==> src/rtl/push_to_axis_mux_pkg.sv <==
// rtl/push_to_axis_mux_pkg.sv - shared sizing helpers for multi-channel stream blocks
// Purpose: constant functions used to size channel tags.
//   clog2(value)         : ceiling log2, 0 for value <= 1
//   chan_width(channels) : tag width, never narrower than one bit
package push_to_axis_mux_pkg;

  function automatic int clog2(input int value);
    int result;
    result = 0;
    while ((1 << result) < value) begin
      result = result + 1;
    end
    return result;
  endfunction

  // A single-channel block still carries a 1-bit tag so port widths stay legal.
  function automatic int chan_width(input int channels);
    return (channels > 1) ? clog2(channels) : 1;
  endfunction

endpackage

==> src/rtl/push_to_axis_mux_if.sv <==
// rtl/push_to_axis_mux_if.sv - push inputs, status and output stream bundle
// Purpose: groups every non-clock signal of push_to_axis_mux.
//   idata/ienable          : per-channel push data and strobe
//   iafull                 : per-channel almost-full
//   overflow_clear         : clears overflow flags and drop counters
//   overflow/drops         : per-channel sticky flag and saturating drop count
//   odata/ochan/ovalid     : merged stream word, its source channel, valid
//   oready                 : stream ready from the consumer
// master = the mux itself, slave = the push sources plus stream consumer.
interface push_to_axis_mux_if
  import push_to_axis_mux_pkg::*;
#(
  parameter int DATA_WIDTH = 8,
  parameter int CHANNELS   = 2,
  parameter int DROP_WIDTH = 8,
  parameter int CHAN_WIDTH = chan_width(CHANNELS)
);
  logic [CHANNELS*DATA_WIDTH-1:0] idata;
  logic [CHANNELS-1:0]            ienable;
  logic [CHANNELS-1:0]            iafull;
  logic                           overflow_clear;
  logic [CHANNELS-1:0]            overflow;
  logic [CHANNELS*DROP_WIDTH-1:0] drops;
  logic [DATA_WIDTH-1:0]          odata;
  logic [CHAN_WIDTH-1:0]          ochan;
  logic                           ovalid;
  logic                           oready;

  modport master (
    input  idata, ienable, overflow_clear, oready,
    output iafull, overflow, drops, odata, ochan, ovalid
  );

  modport slave (
    output idata, ienable, overflow_clear, oready,
    input  iafull, overflow, drops, odata, ochan, ovalid
  );
endinterface

==> src/rtl/push_to_axis_mux_push_fifo_chan.sv <==
// rtl/push_to_axis_mux_push_fifo_chan.sv - single-channel push FIFO with drop accounting
// Purpose: one channel of the mux. Pushes never stall; a push into a full FIFO
// is dropped unless the same cycle pops, in which case it is accepted.
//   clock/reset        : rising-edge clock, synchronous active-high reset
//   overflow_clear_i   : clears overflow_o and drops_o (a same-cycle drop wins)
//   push_i/data_i      : push strobe and data
//   pop_i              : remove head word (only asserted when not empty)
//   head_o/empty_o     : combinational head word, FIFO empty
//   afull_o            : registered almost-full, from the post-update count
//   overflow_o/drops_o : sticky overflow flag, saturating drop counter
module push_fifo_chan #(
  parameter int DATA_WIDTH  = 8,
  parameter int ADDR_WIDTH  = 4,
  parameter int AFULL_LIMIT = 2**(ADDR_WIDTH-1),
  parameter int DROP_WIDTH  = 8
) (
  input  logic                  clock,
  input  logic                  reset,
  input  logic                  overflow_clear_i,
  input  logic                  push_i,
  input  logic [DATA_WIDTH-1:0] data_i,
  input  logic                  pop_i,
  output logic [DATA_WIDTH-1:0] head_o,
  output logic                  empty_o,
  output logic                  afull_o,
  output logic                  overflow_o,
  output logic [DROP_WIDTH-1:0] drops_o
);
  localparam int DEPTH = 1 << ADDR_WIDTH;
  localparam logic [ADDR_WIDTH:0] DEPTH_C = (ADDR_WIDTH+1)'(DEPTH);
  localparam logic [ADDR_WIDTH:0] AFULL_C = (ADDR_WIDTH+1)'(AFULL_LIMIT);

  logic [DATA_WIDTH-1:0] mem_q [DEPTH];
  logic [ADDR_WIDTH-1:0] wr_ptr_q, rd_ptr_q;
  logic [ADDR_WIDTH:0]   count_q, count_d;
  logic                  afull_q, overflow_q, overflow_d;
  logic [DROP_WIDTH-1:0] drops_q, drops_d;
  logic                  accept_w, drop_w;

  always_comb begin
    // A pop in the same cycle frees the slot the push needs.
    accept_w   = push_i && ((count_q != DEPTH_C) || pop_i);
    drop_w     = push_i && !accept_w;
    count_d    = count_q + {{ADDR_WIDTH{1'b0}}, accept_w} - {{ADDR_WIDTH{1'b0}}, pop_i};
    overflow_d = overflow_q;
    drops_d    = drops_q;
    if (overflow_clear_i) begin
      overflow_d = 1'b0;
      drops_d    = '0;
    end
    if (drop_w) begin
      overflow_d = 1'b1;
      if (overflow_clear_i) begin
        drops_d = DROP_WIDTH'(1);
      end else if (drops_q != {DROP_WIDTH{1'b1}}) begin
        drops_d = drops_q + DROP_WIDTH'(1);
      end
    end
  end

  always_ff @(posedge clock) begin
    if (accept_w) begin
      mem_q[wr_ptr_q] <= data_i;
    end
  end

  always_ff @(posedge clock) begin
    if (reset) begin
      wr_ptr_q   <= '0;
      rd_ptr_q   <= '0;
      count_q    <= '0;
      afull_q    <= 1'b1;
      overflow_q <= 1'b0;
      drops_q    <= '0;
    end else begin
      if (accept_w) wr_ptr_q <= wr_ptr_q + ADDR_WIDTH'(1);
      if (pop_i)    rd_ptr_q <= rd_ptr_q + ADDR_WIDTH'(1);
      count_q    <= count_d;
      afull_q    <= (count_d >= AFULL_C);
      overflow_q <= overflow_d;
      drops_q    <= drops_d;
    end
  end

  assign head_o     = mem_q[rd_ptr_q];
  assign empty_o    = (count_q == '0);
  assign afull_o    = afull_q;
  assign overflow_o = overflow_q;
  assign drops_o    = drops_q;
endmodule

==> src/rtl/push_to_axis_mux.sv <==
// rtl/push_to_axis_mux.sv - round-robin merge of per-channel push FIFOs into one tagged stream
// Purpose: CHANNELS push sources each fill a private FIFO; a round-robin
// arbiter pops one word per cycle into a registered stream with a channel tag.
//   clock/reset : rising-edge clock, synchronous active-high reset
//   bus         : push_to_axis_mux_if master (push inputs, status, stream)
module push_to_axis_mux
  import push_to_axis_mux_pkg::*;
#(
  parameter int DATA_WIDTH  = 8,
  parameter int ADDR_WIDTH  = 4,
  parameter int CHANNELS    = 2,
  parameter int AFULL_LIMIT = 2**(ADDR_WIDTH-1),
  parameter int DROP_WIDTH  = 8
) (
  input  logic               clock,
  input  logic               reset,
  push_to_axis_mux_if.master bus
);
  localparam int CHAN_WIDTH = chan_width(CHANNELS);

  logic [CHANNELS-1:0]            empty_w, pop_w, iafull_w, overflow_w;
  logic [CHANNELS*DROP_WIDTH-1:0] drops_w;
  logic [DATA_WIDTH-1:0]          head_w [CHANNELS];
  logic [DATA_WIDTH-1:0]          head_sel_w;
  logic [CHAN_WIDTH-1:0]          grant_w;
  logic                           any_w, load_w;

  logic [CHAN_WIDTH-1:0] ptr_q, ptr_d;
  logic [DATA_WIDTH-1:0] odata_q, odata_d;
  logic [CHAN_WIDTH-1:0] ochan_q, ochan_d;
  logic                  ovalid_q, ovalid_d;

  for (genvar c = 0; c < CHANNELS; c++) begin : g_chan
    push_fifo_chan #(
      .DATA_WIDTH (DATA_WIDTH),
      .ADDR_WIDTH (ADDR_WIDTH),
      .AFULL_LIMIT(AFULL_LIMIT),
      .DROP_WIDTH (DROP_WIDTH)
    ) u_chan (
      .clock           (clock),
      .reset           (reset),
      .overflow_clear_i(bus.overflow_clear),
      .push_i          (bus.ienable[c]),
      .data_i          (bus.idata[c*DATA_WIDTH +: DATA_WIDTH]),
      .pop_i           (pop_w[c]),
      .head_o          (head_w[c]),
      .empty_o         (empty_w[c]),
      .afull_o         (iafull_w[c]),
      .overflow_o      (overflow_w[c]),
      .drops_o         (drops_w[c*DROP_WIDTH +: DROP_WIDTH])
    );
  end

  // Round-robin search from ptr+1 upward with wrap: first try channels above
  // the last grant, then wrap around to channels at or below it.
  always_comb begin
    any_w      = 1'b0;
    grant_w    = '0;
    head_sel_w = '0;
    for (int c = 0; c < CHANNELS; c++) begin
      if (!any_w && !empty_w[c] && (c > int'(ptr_q))) begin
        any_w      = 1'b1;
        grant_w    = CHAN_WIDTH'(c);
        head_sel_w = head_w[c];
      end
    end
    for (int c = 0; c < CHANNELS; c++) begin
      if (!any_w && !empty_w[c] && (c <= int'(ptr_q))) begin
        any_w      = 1'b1;
        grant_w    = CHAN_WIDTH'(c);
        head_sel_w = head_w[c];
      end
    end
  end

  always_comb begin
    load_w   = (!ovalid_q || bus.oready) && any_w;
    ptr_d    = ptr_q;
    odata_d  = odata_q;
    ochan_d  = ochan_q;
    ovalid_d = ovalid_q;
    for (int c = 0; c < CHANNELS; c++) begin
      pop_w[c] = load_w && (grant_w == CHAN_WIDTH'(c));
    end
    if (load_w) begin
      ptr_d    = grant_w;
      odata_d  = head_sel_w;
      ochan_d  = grant_w;
      ovalid_d = 1'b1;
    end else if (bus.oready) begin
      ovalid_d = 1'b0;
    end
  end

  always_ff @(posedge clock) begin
    if (reset) begin
      ptr_q    <= CHAN_WIDTH'(CHANNELS-1);
      odata_q  <= '0;
      ochan_q  <= '0;
      ovalid_q <= 1'b0;
    end else begin
      ptr_q    <= ptr_d;
      odata_q  <= odata_d;
      ochan_q  <= ochan_d;
      ovalid_q <= ovalid_d;
    end
  end

  assign bus.iafull   = iafull_w;
  assign bus.overflow = overflow_w;
  assign bus.drops    = drops_w;
  assign bus.odata    = odata_q;
  assign bus.ochan    = ochan_q;
  assign bus.ovalid   = ovalid_q;
endmodule

==> src/flat_wrapper.sv <==
// flat-port wrapper written by rule: the top's interface ports become plain ports
module push_to_axis_mux_flat import push_to_axis_mux_pkg::*;
#(
  parameter int DATA_WIDTH  = 8,
  parameter int ADDR_WIDTH  = 4,
  parameter int CHANNELS    = 2,
  parameter int AFULL_LIMIT = 2**(ADDR_WIDTH-1),
  parameter int DROP_WIDTH  = 8
)
  (clock, reset, bus_idata, bus_ienable, bus_overflow_clear, bus_oready, bus_iafull, bus_overflow, bus_drops, bus_odata, bus_ochan, bus_ovalid);
  push_to_axis_mux_if #(.DATA_WIDTH(DATA_WIDTH), .CHANNELS(CHANNELS), .DROP_WIDTH(DROP_WIDTH)) bus_i ();
  input  logic clock;
  input  logic reset;
  input wire logic [$bits(bus_i.idata)-1:0] bus_idata;
  input wire logic [$bits(bus_i.ienable)-1:0] bus_ienable;
  input wire logic [$bits(bus_i.overflow_clear)-1:0] bus_overflow_clear;
  input wire logic [$bits(bus_i.oready)-1:0] bus_oready;
  output wire logic [$bits(bus_i.iafull)-1:0] bus_iafull;
  output wire logic [$bits(bus_i.overflow)-1:0] bus_overflow;
  output wire logic [$bits(bus_i.drops)-1:0] bus_drops;
  output wire logic [$bits(bus_i.odata)-1:0] bus_odata;
  output wire logic [$bits(bus_i.ochan)-1:0] bus_ochan;
  output wire logic [$bits(bus_i.ovalid)-1:0] bus_ovalid;
  assign bus_i.idata = bus_idata;
  assign bus_i.ienable = bus_ienable;
  assign bus_i.overflow_clear = bus_overflow_clear;
  assign bus_i.oready = bus_oready;
  assign bus_iafull = bus_i.iafull;
  assign bus_overflow = bus_i.overflow;
  assign bus_drops = bus_i.drops;
  assign bus_odata = bus_i.odata;
  assign bus_ochan = bus_i.ochan;
  assign bus_ovalid = bus_i.ovalid;
  push_to_axis_mux #(.DATA_WIDTH(DATA_WIDTH), .ADDR_WIDTH(ADDR_WIDTH), .CHANNELS(CHANNELS), .AFULL_LIMIT(AFULL_LIMIT), .DROP_WIDTH(DROP_WIDTH)) u_core (.clock(clock), .reset(reset), .bus(bus_i));
endmodule
==> config.mk <==
export PLATFORM = sky130hd
export DESIGN_NAME = push_to_axis_mux_flat
export DESIGN_NICKNAME = d
export VERILOG_FILES = /design/src/rtl/push_to_axis_mux_pkg.sv /design/src/rtl/push_to_axis_mux_if.sv /design/src/rtl/push_to_axis_mux_push_fifo_chan.sv /design/src/rtl/push_to_axis_mux.sv /design/src/flat_wrapper.sv
export SDC_FILE = /design/constraint.sdc
export NUM_CORES = 1
export LEC_CHECK = 0
export CAP_MARGIN = 10
export CORE_ASPECT_RATIO = 1.4
export CORE_UTILIZATION = 50
export CTS_CLUSTER_DIAMETER = 120
export DETAILED_ROUTE_END_ITERATION = 8
export MAX_ROUTING_LAYER = met4
export PLACE_DENSITY = 0.68
export SYNTH_ARGS = -nofsm -noshare
export SYNTH_HDL_FRONTEND = slang
export SYNTH_SLANG_ARGS = --single-unit
==> constraint.sdc <==
create_clock -name clock -period 4.1 [get_ports clock]
set_clock_uncertainty 0.2 [all_clocks]
set_input_delay 1.23 -clock clock [delete_from_list [all_inputs] [get_ports clock]]
set_output_delay 1.23 -clock clock [all_outputs]
set_load 0.1 [all_outputs]
==> flow_metrics.env, run 1 <==
export IMPL_status="finished clean"
export IMPL_slew_violations=0
export IMPL_max_slew_margin_rel=0.251
export IMPL_swShare=0.294
export IMPL_path_class="primary input to flip-flop"
export IMPL_cp_start_kind="primary input"
export IMPL_post_route_period_util=0.875
export IMPL_synth_nets=826
export IMPL_clockPowerShare=0.316
export IMPL_fp_dieH_um=192
export IMPL_crit_path_max_fanout=3
export IMPL_required_ps=4310
export IMPL_busiest_layer="met2"
export IMPL_final_hold_violation_count=0
export IMPL_path_cells="clkdlybuf4s50_1, nor2b_1, a21oi_4, nand2_4, clkinv_4, o21a_4, inv_2, ha_1, inv_1, ha_1, inv_1, fa_1, inv_1, a21oi_1, o21bai_1, xnor2_1, nand3_1"
export IMPL_ir_worst_vdd_uv=355
export IMPL_finalNetCount=907
export IMPL_critPathBufInv=6
export IMPL_grt_use_total=0.212
export IMPL_dp_cells=1148
export IMPL_wl_per_cell_um=21.7
export IMPL_worst_path_max_delay_cell="clkdlybuf4s50_1"
export IMPL_drcViolationCount=0
export IMPL_stdcell_count=1202
export IMPL_gp_congestion=0.789
export IMPL_hold_buffers=0
export IMPL_grt_pass1_vias=7126
export IMPL_die_w_um=138
export IMPL_cts_setup_buffers=0
export IMPL_slowest_delay_ps=420
export IMPL_cp_top_family="adder cells"
export IMPL_grt_pass1_wl_um=40600
export IMPL_ys_warnings_count=0
export IMPL_cts_max_level=1
export IMPL_rr_startpoint="u_core.g_chan[0].u_chan.count_q[3]"
export IMPL_core_mm2=0.0254
export IMPL_postPlaceCellArea_mm2=0.0139
export IMPL_internal_power_uw=6150
export IMPL_ys_flop_type="edfxtp_1"
export IMPL_rsz0062_at_grt="false"
export IMPL_start_util=0.509
export IMPL_min_path_type="flip-flop to flip-flop"
export IMPL_ys_seq_area_frac=0.696
export IMPL_io_buffers=51
export IMPL_p_per_area_mw_per_mm2=587
export IMPL_clk_insertion_delay_late_ps=550
export IMPL_critPathArrivalTime_ps=3800
export IMPL_drv_cap=0
export IMPL_use_met1=0.246
export IMPL_clk_pin_slew_worst_paths_ps=60
export IMPL_postSynthCellCount=779
export IMPL_p_leak_uw=0.00489
export IMPL_crit_top_cell="inv_1"
export IMPL_io_pins=52
export IMPL_final_cell_area_mm2=0.0148
export IMPL_r2r_cells=18
export IMPL_wl_um=26100
export IMPL_ant_nets=0
export IMPL_synth_edf_count=256
export IMPL_critical_path_depth=17
export IMPL_r2r_setup_slack_ps=550
export IMPL_crit_path_start="bus_oready"
export IMPL_drt_iter0_markers=431
export IMPL_cts_root_buf="clkbuf_16"
export IMPL_rows=69
export IMPL_syn_area_mm2=0.0129
export IMPL_async_flop_share=0
export IMPL_cts_sinks=321
export IMPL_timing_rr_end="u_core.g_chan[1].u_chan.afull_o"
export IMPL_worst_pin_slew_ps=1120
export IMPL_diodes=0
export IMPL_critPathCaptureType="flip-flop"
export IMPL_grt_max_degree=42
export IMPL_finalPower_uw=8710
export IMPL_synth_seq_cells=321
export IMPL_ys_types=59
export IMPL_final_layout_size_suffix_gt1_frac=0.219
export IMPL_synth_avg_cell_area_um2=16.6
export IMPL_grt_use_met3=0.0230
export IMPL_grt_overflow=0
export IMPL_switchingPower_uw=2560
export IMPL_cts_path_max_buffers=3
export IMPL_gr_usage_met2=0.385
export IMPL_vias=6871
export IMPL_die_area_mm2=0.0265
export IMPL_cp_endpoint="u_core.g_chan[1].u_chan.afull_o"
export IMPL_cts_resized=0
export IMPL_antenna_found_initial=0
export IMPL_finalSetupTns_ps=0
export IMPL_finalSetupViolations=0
export IMPL_fmax_ghz=0.279
export IMPL_area_delta_synth_final_pct=14.9
export IMPL_worstHoldStart="u_core.bus.ochan"
export IMPL_dp_final_hpwl_um=18100
export IMPL_first_pass_iters=5
export IMPL_via_per_inst=5.72
export IMPL_cts_buffers_inserted=29
export IMPL_pwr_share_seq=0.453
export IMPL_cts_tree="done"
export IMPL_min_period_ps=3590
export IMPL_pwr_share_comb=0.231
-- cells in the mapped netlist, drive strengths merged, types with 3 or more instances --
cell type | count | area share
dfxtp | 65 | 0.10
nor2 | 66 | 0.019
a221oi | 3 | 0.0020
xnor2 | 15 | 0.010
a31oi | 6 | 0.0029
o21ai | 4 | 0.0015
nand2b | 9 | 0.0044
mux2 | 7 | 0.0061
inv | 24 | 0.0070
nand4 | 9 | 0.0044
a211oi | 3 | 0.0017
nor3 | 17 | 0.0066
nand3 | 16 | 0.0062
or3 | 3 | 0.0015
and3 | 5 | 0.0024
nor2b | 7 | 0.0034
a21o | 3 | 0.0017
and4b | 4 | 0.0031
o21a | 3 | 0.0023
edfxtp | 256 | 0.60
a21oi | 21 | 0.0090
mux2i | 15 | 0.012
mux4 | 65 | 0.11
o22ai | 5 | 0.0024
nand2 | 36 | 0.011
clkbuf | 15 | 0.0044
buf | 24 | 0.0093
o211ai | 11 | 0.0068
xor2 | 10 | 0.0068
ha | 23 | 0.022
-- cell usage in the layout, fill, tap and decap left out, drive strengths merged, types with 9 or more instances in the layout --
| master | n |
|---|---|
| a21oi | 21 |
| buf | 68 |
| clkbuf | 44 |
| clkdlybuf4s50 | 21 |
| dfxtp | 65 |
| edfxtp | 256 |
| ha | 23 |
| inv | 25 |
| mux2i | 15 |
| mux4 | 65 |
| nand2 | 36 |
| nand2b | 9 |
| nand3 | 16 |
| nand4 | 9 |
| nor2 | 66 |
| nor3 | 17 |
| o211ai | 11 |
| xnor2 | 15 |
| xor2 | 10 |
-- through the flow --
stage          utilization  hold WS, ps  worst slack, ps
5_1_grt              0.585          316              341
4_1_cts              0.585          272              519
3_3_place_gp         0.546          269             4.87
6_report             0.585          267              511
2_1_floorplan            -          258              423
3_5_place_dp         0.546          259            -42.9
-- worst min-delay path by stage --
stage	to	slack (ps)	cells after the start
after detailed placement	u_core.bus.ochan	260	2
after global routing	u_core.bus.odata[0]	320	2
after global placement	u_core.bus.ochan	270	2
after CTS	u_core.bus.ochan	270	2
final	u_core.bus.ochan	270	2
after floorplan	u_core.g_chan[1].u_chan.overflow_o	260	2
-- layout make-up --
| class | count | area (um2) |
|---|---|---|
| fillers | 1930 | 10500 |
| flip-flops and latches | 321 | 8990 |
| multi-input cells | 394 | 3650 |
| clock buffers | 44 | 843 |
| repair buffers | 89 | 721 |
| well taps | 319 | 399 |
| clock inverters | 10 | 136 |
| inverters | 25 | 98.8 |
-- cells by family after synthesis --
kind of cell,after synthesis,synth area share
XOR/XNOR,25,0.0169
adder cells (fa/ha/maj),25,0.0254
AO/OA/AOI/OAI,73,0.0399
AND/OR/NAND/NOR,184,0.0696
buffers and inverters,64,0.0213
flip-flops,321,0.696
multiplexers,87,0.131
-- state kept, by name (all words and copies together) (netlist names), named ones only --
name / count
u_core.g_chan.u_chan.drops_o: 16
u_core.g_chan.u_chan.rd_ptr_q: 8
u_core.g_chan.u_chan.count_q: 10
u_core.g_chan.u_chan.wr_ptr_q: 8
u_core.bus.odata: 8
u_core.g_chan.u_chan.afull_o: 2
u_core.g_chan.u_chan.overflow_o: 2
u_core.bus.ovalid: 1
u_core.g_chan.u_chan.mem_q: 256
u_core.ptr_q: 1
u_core.bus.ochan: 1
-- power by group through the flow --
stage / Combinational (uW) / Sequential, uW / Clock, uW
2_1_floorplan: 1280 / 4160 / 0
3_3_place_gp: 1950 / 4000 / 0
3_5_place_dp: 2020 / 4020 / 0
4_1_cts: 2030 / 3950 / 2800
5_1_grt: 2170 / 3980 / 2920
6_report: 2010 / 3950 / 2750
-- layer usage --
| metal | up-vias | routed length [um] |
|---|---|---|
| met4 | 0 | 497 |
| li1 | 3178 | - |
| met1 | 3539 | 10200 |
| met5 | - | 0 |
| met2 | 117 | 14600 |
| met3 | 37 | 744 |
-- worst min-delay path, stage by stage, from the launching register on --
cell and delay [ps]:
dfxtp_1 310, inv_1 50, a211oi_1 50
(Power assumes the default switching activity.)
==> inputs of run 2 (changes only) <==
--- a/config.mk
+++ b/config.mk
@@ -10,8 +10,8 @@
 export CORE_UTILIZATION = 50
 export CTS_CLUSTER_DIAMETER = 120
 export DETAILED_ROUTE_END_ITERATION = 8
+export DONT_BUFFER_PORTS = 1
 export MAX_ROUTING_LAYER = met4
-export PLACE_DENSITY = 0.68
 export SYNTH_ARGS = -nofsm -noshare
 export SYNTH_HDL_FRONTEND = slang
 export SYNTH_SLANG_ARGS = --single-unit
==> flow_metrics.env, run 2 (synthesized netlist as in run 1, its figures left out) <==
export IMPL_io_buffers=0
export IMPL_cp_start_kind="flip-flop"
export IMPL_path_class="flip-flop to flip-flop"
export IMPL_final_cell_area_mm2=0.0146
export IMPL_path_cells="inv_1, ha_1, or4b_1, a21oi_4, nand2_4, clkinv_4, o21a_4, inv_2, ha_1, inv_1, ha_1, inv_1, fa_1, inv_1, a21oi_1, o21bai_1, xnor2_1, nand3_1"
export IMPL_layout_common_cells="edfxtp_1 (256), nor2_1 (66), mux4_2 (65), dfxtp_1 (65), buf_4 (50)"
export IMPL_core_mm2=0.0254
export IMPL_rows=69
export IMPL_top_register="u_core.g_chan.u_chan.mem_q"
export IMPL_clk_pin_slew_worst_paths_ps=60
export IMPL_min_period_ps=3820
export IMPL_die_w_um=138
export IMPL_postPlaceCellArea_mm2=0.0135
export IMPL_crit_path_max_fanout=8
export IMPL_ant_nets=0
export IMPL_max_slew_margin_rel=0.258
export IMPL_first_pass_iters=4
export IMPL_gp_congestion=0.846
export IMPL_cp_top_family="adder cells"
export IMPL_worst_path_max_delay_cell="or4b_1"
export IMPL_critPathArrivalTime_ps=4020
export IMPL_grt_overflow=0
export IMPL_finalNetCount=870
export IMPL_finalSetupViolations=0
export IMPL_hold_buffers=0
export IMPL_start_util=0.509
export IMPL_utilization=0.576
export IMPL_p_leak_uw=0.00480
export IMPL_final_layout_size_suffix_gt1_frac=0.214
export IMPL_cts_root_buf="clkbuf_16"
export IMPL_wl_per_cell_um=22.3
export IMPL_diodes=0
export IMPL_cts_buffers_inserted=31
export IMPL_cts_max_level=1
export IMPL_grt_pass1_wl_um=40600
export IMPL_cts_sinks=321
export IMPL_finalPower_uw=8880
export IMPL_drt_iter0_markers=406
export IMPL_grt_max_degree=43
export IMPL_dp_final_hpwl_um=17800
export IMPL_critPathCaptureType="flip-flop"
export IMPL_worst_pin_slew_ps=1110
export IMPL_min_path_type="flip-flop to flip-flop"
export IMPL_wl_um=26000
export IMPL_finalSetupTns_ps=0
export IMPL_cts_path_max_buffers=3
export IMPL_clk_insertion_delay_late_ps=540
export IMPL_largest_reg_flops=256
export IMPL_slowest_delay_ps=620
export IMPL_critPathBufInv=6
export IMPL_fillers=1987
export IMPL_ir_worst_vdd_uv=408
export IMPL_die_area_mm2=0.0265
export IMPL_status="finished clean"
export IMPL_fp_dieH_um=192
export IMPL_slew_violations=0
export IMPL_rsz0062_at_grt="false"
export IMPL_cts_tree="done"
export IMPL_layout_commonest_cell="edfxtp_1"
export IMPL_final_hold_violation_count=0
export IMPL_grt_use_total=0.213
export IMPL_area_delta_synth_final_pct=13.3
export IMPL_cts_resized=0
export IMPL_required_ps=4310
export IMPL_drv_cap=0
export IMPL_crit_top_cell="inv_1"
export IMPL_drcViolationCount=0
export IMPL_antenna_found_initial=0
export IMPL_cts_setup_buffers=0
export IMPL_io_pins=52
export IMPL_vias=6824
export IMPL_post_route_period_util=0.930
export IMPL_via_per_inst=5.85
export IMPL_grt_pass1_vias=7077
export IMPL_fmax_ghz=0.262
export IMPL_p_per_area_mw_per_mm2=607
## run 2: cell type report
type / count / area (um2) / share of cell area
Sequential cell: 321 / 8990 / 0.614
Inverter: 25 / 98.8 / 0.00676
Clock buffer: 32 / 779 / 0.0533
Tap cell: 319 / 399 / 0.0273
Multi-Input combinational cell: 394 / 3650 / 0.250
Timing Repair Buffer: 50 / 375 / 0.0257
Clock inverter: 25 / 335 / 0.0229
## run 2: metal layers
layer  vias up  part of all wire  global-route usage
met3        47             0.044              0.0309
met4         0             0.025              0.0623
li1       3109                 -                   -
met5         -                 0                   -
met1      3527              0.40               0.250
met2       141              0.54               0.377
## run 2: metrics by stage
stage / hold WS (ps) / std cells / setup slack (ps)
global route: 349 / 1166 / 11.9
CTS: 318 / 1166 / 250
detailed placement: 310 / 1109 / 207
floorplan: 258 / 779 / 423
finish: 313 / 1166 / 285
global placement: 300 / 1109 / 269
## run 2: report_power, final
part	leakage, uW	total [uW]	switching, uW	internal (uW)
clock	0.000547	3070	1190	1880
combinational	0.00141	1560	832	724
sequential	0.00284	4250	526	3720
total	0.00480	8880	2550	6330
## run 2: worst reg2reg max path, delay by kind of cell (launching register included)
kind                       cells  cell delay, ps
and+or+nand+nor                3             870
xor gates and xnor gates       1             160
AOI/OAI and AO/OA              4             710
buffers and inverters          6             410
DFF                            1             320
adders and majority gates      4            1020
## run 2: path summary, 6_finish.rpt
kind | startpoint | endpoint | slack [ps] | cells after the start
max | u_core.g_chan[0].u_chan.count_q[2] | u_core.g_chan[1].u_chan.afull_o | 280 | 18
max reg2reg | u_core.g_chan[0].u_chan.count_q[2] | u_core.g_chan[1].u_chan.afull_o | 280 | 18
min | u_core.g_chan[1].u_chan.wr_ptr_q[1] | u_core.g_chan[1].u_chan.wr_ptr_q[1] | 310 | 2
min reg2reg | u_core.g_chan[1].u_chan.wr_ptr_q[1] | u_core.g_chan[1].u_chan.wr_ptr_q[1] | 310 | 2
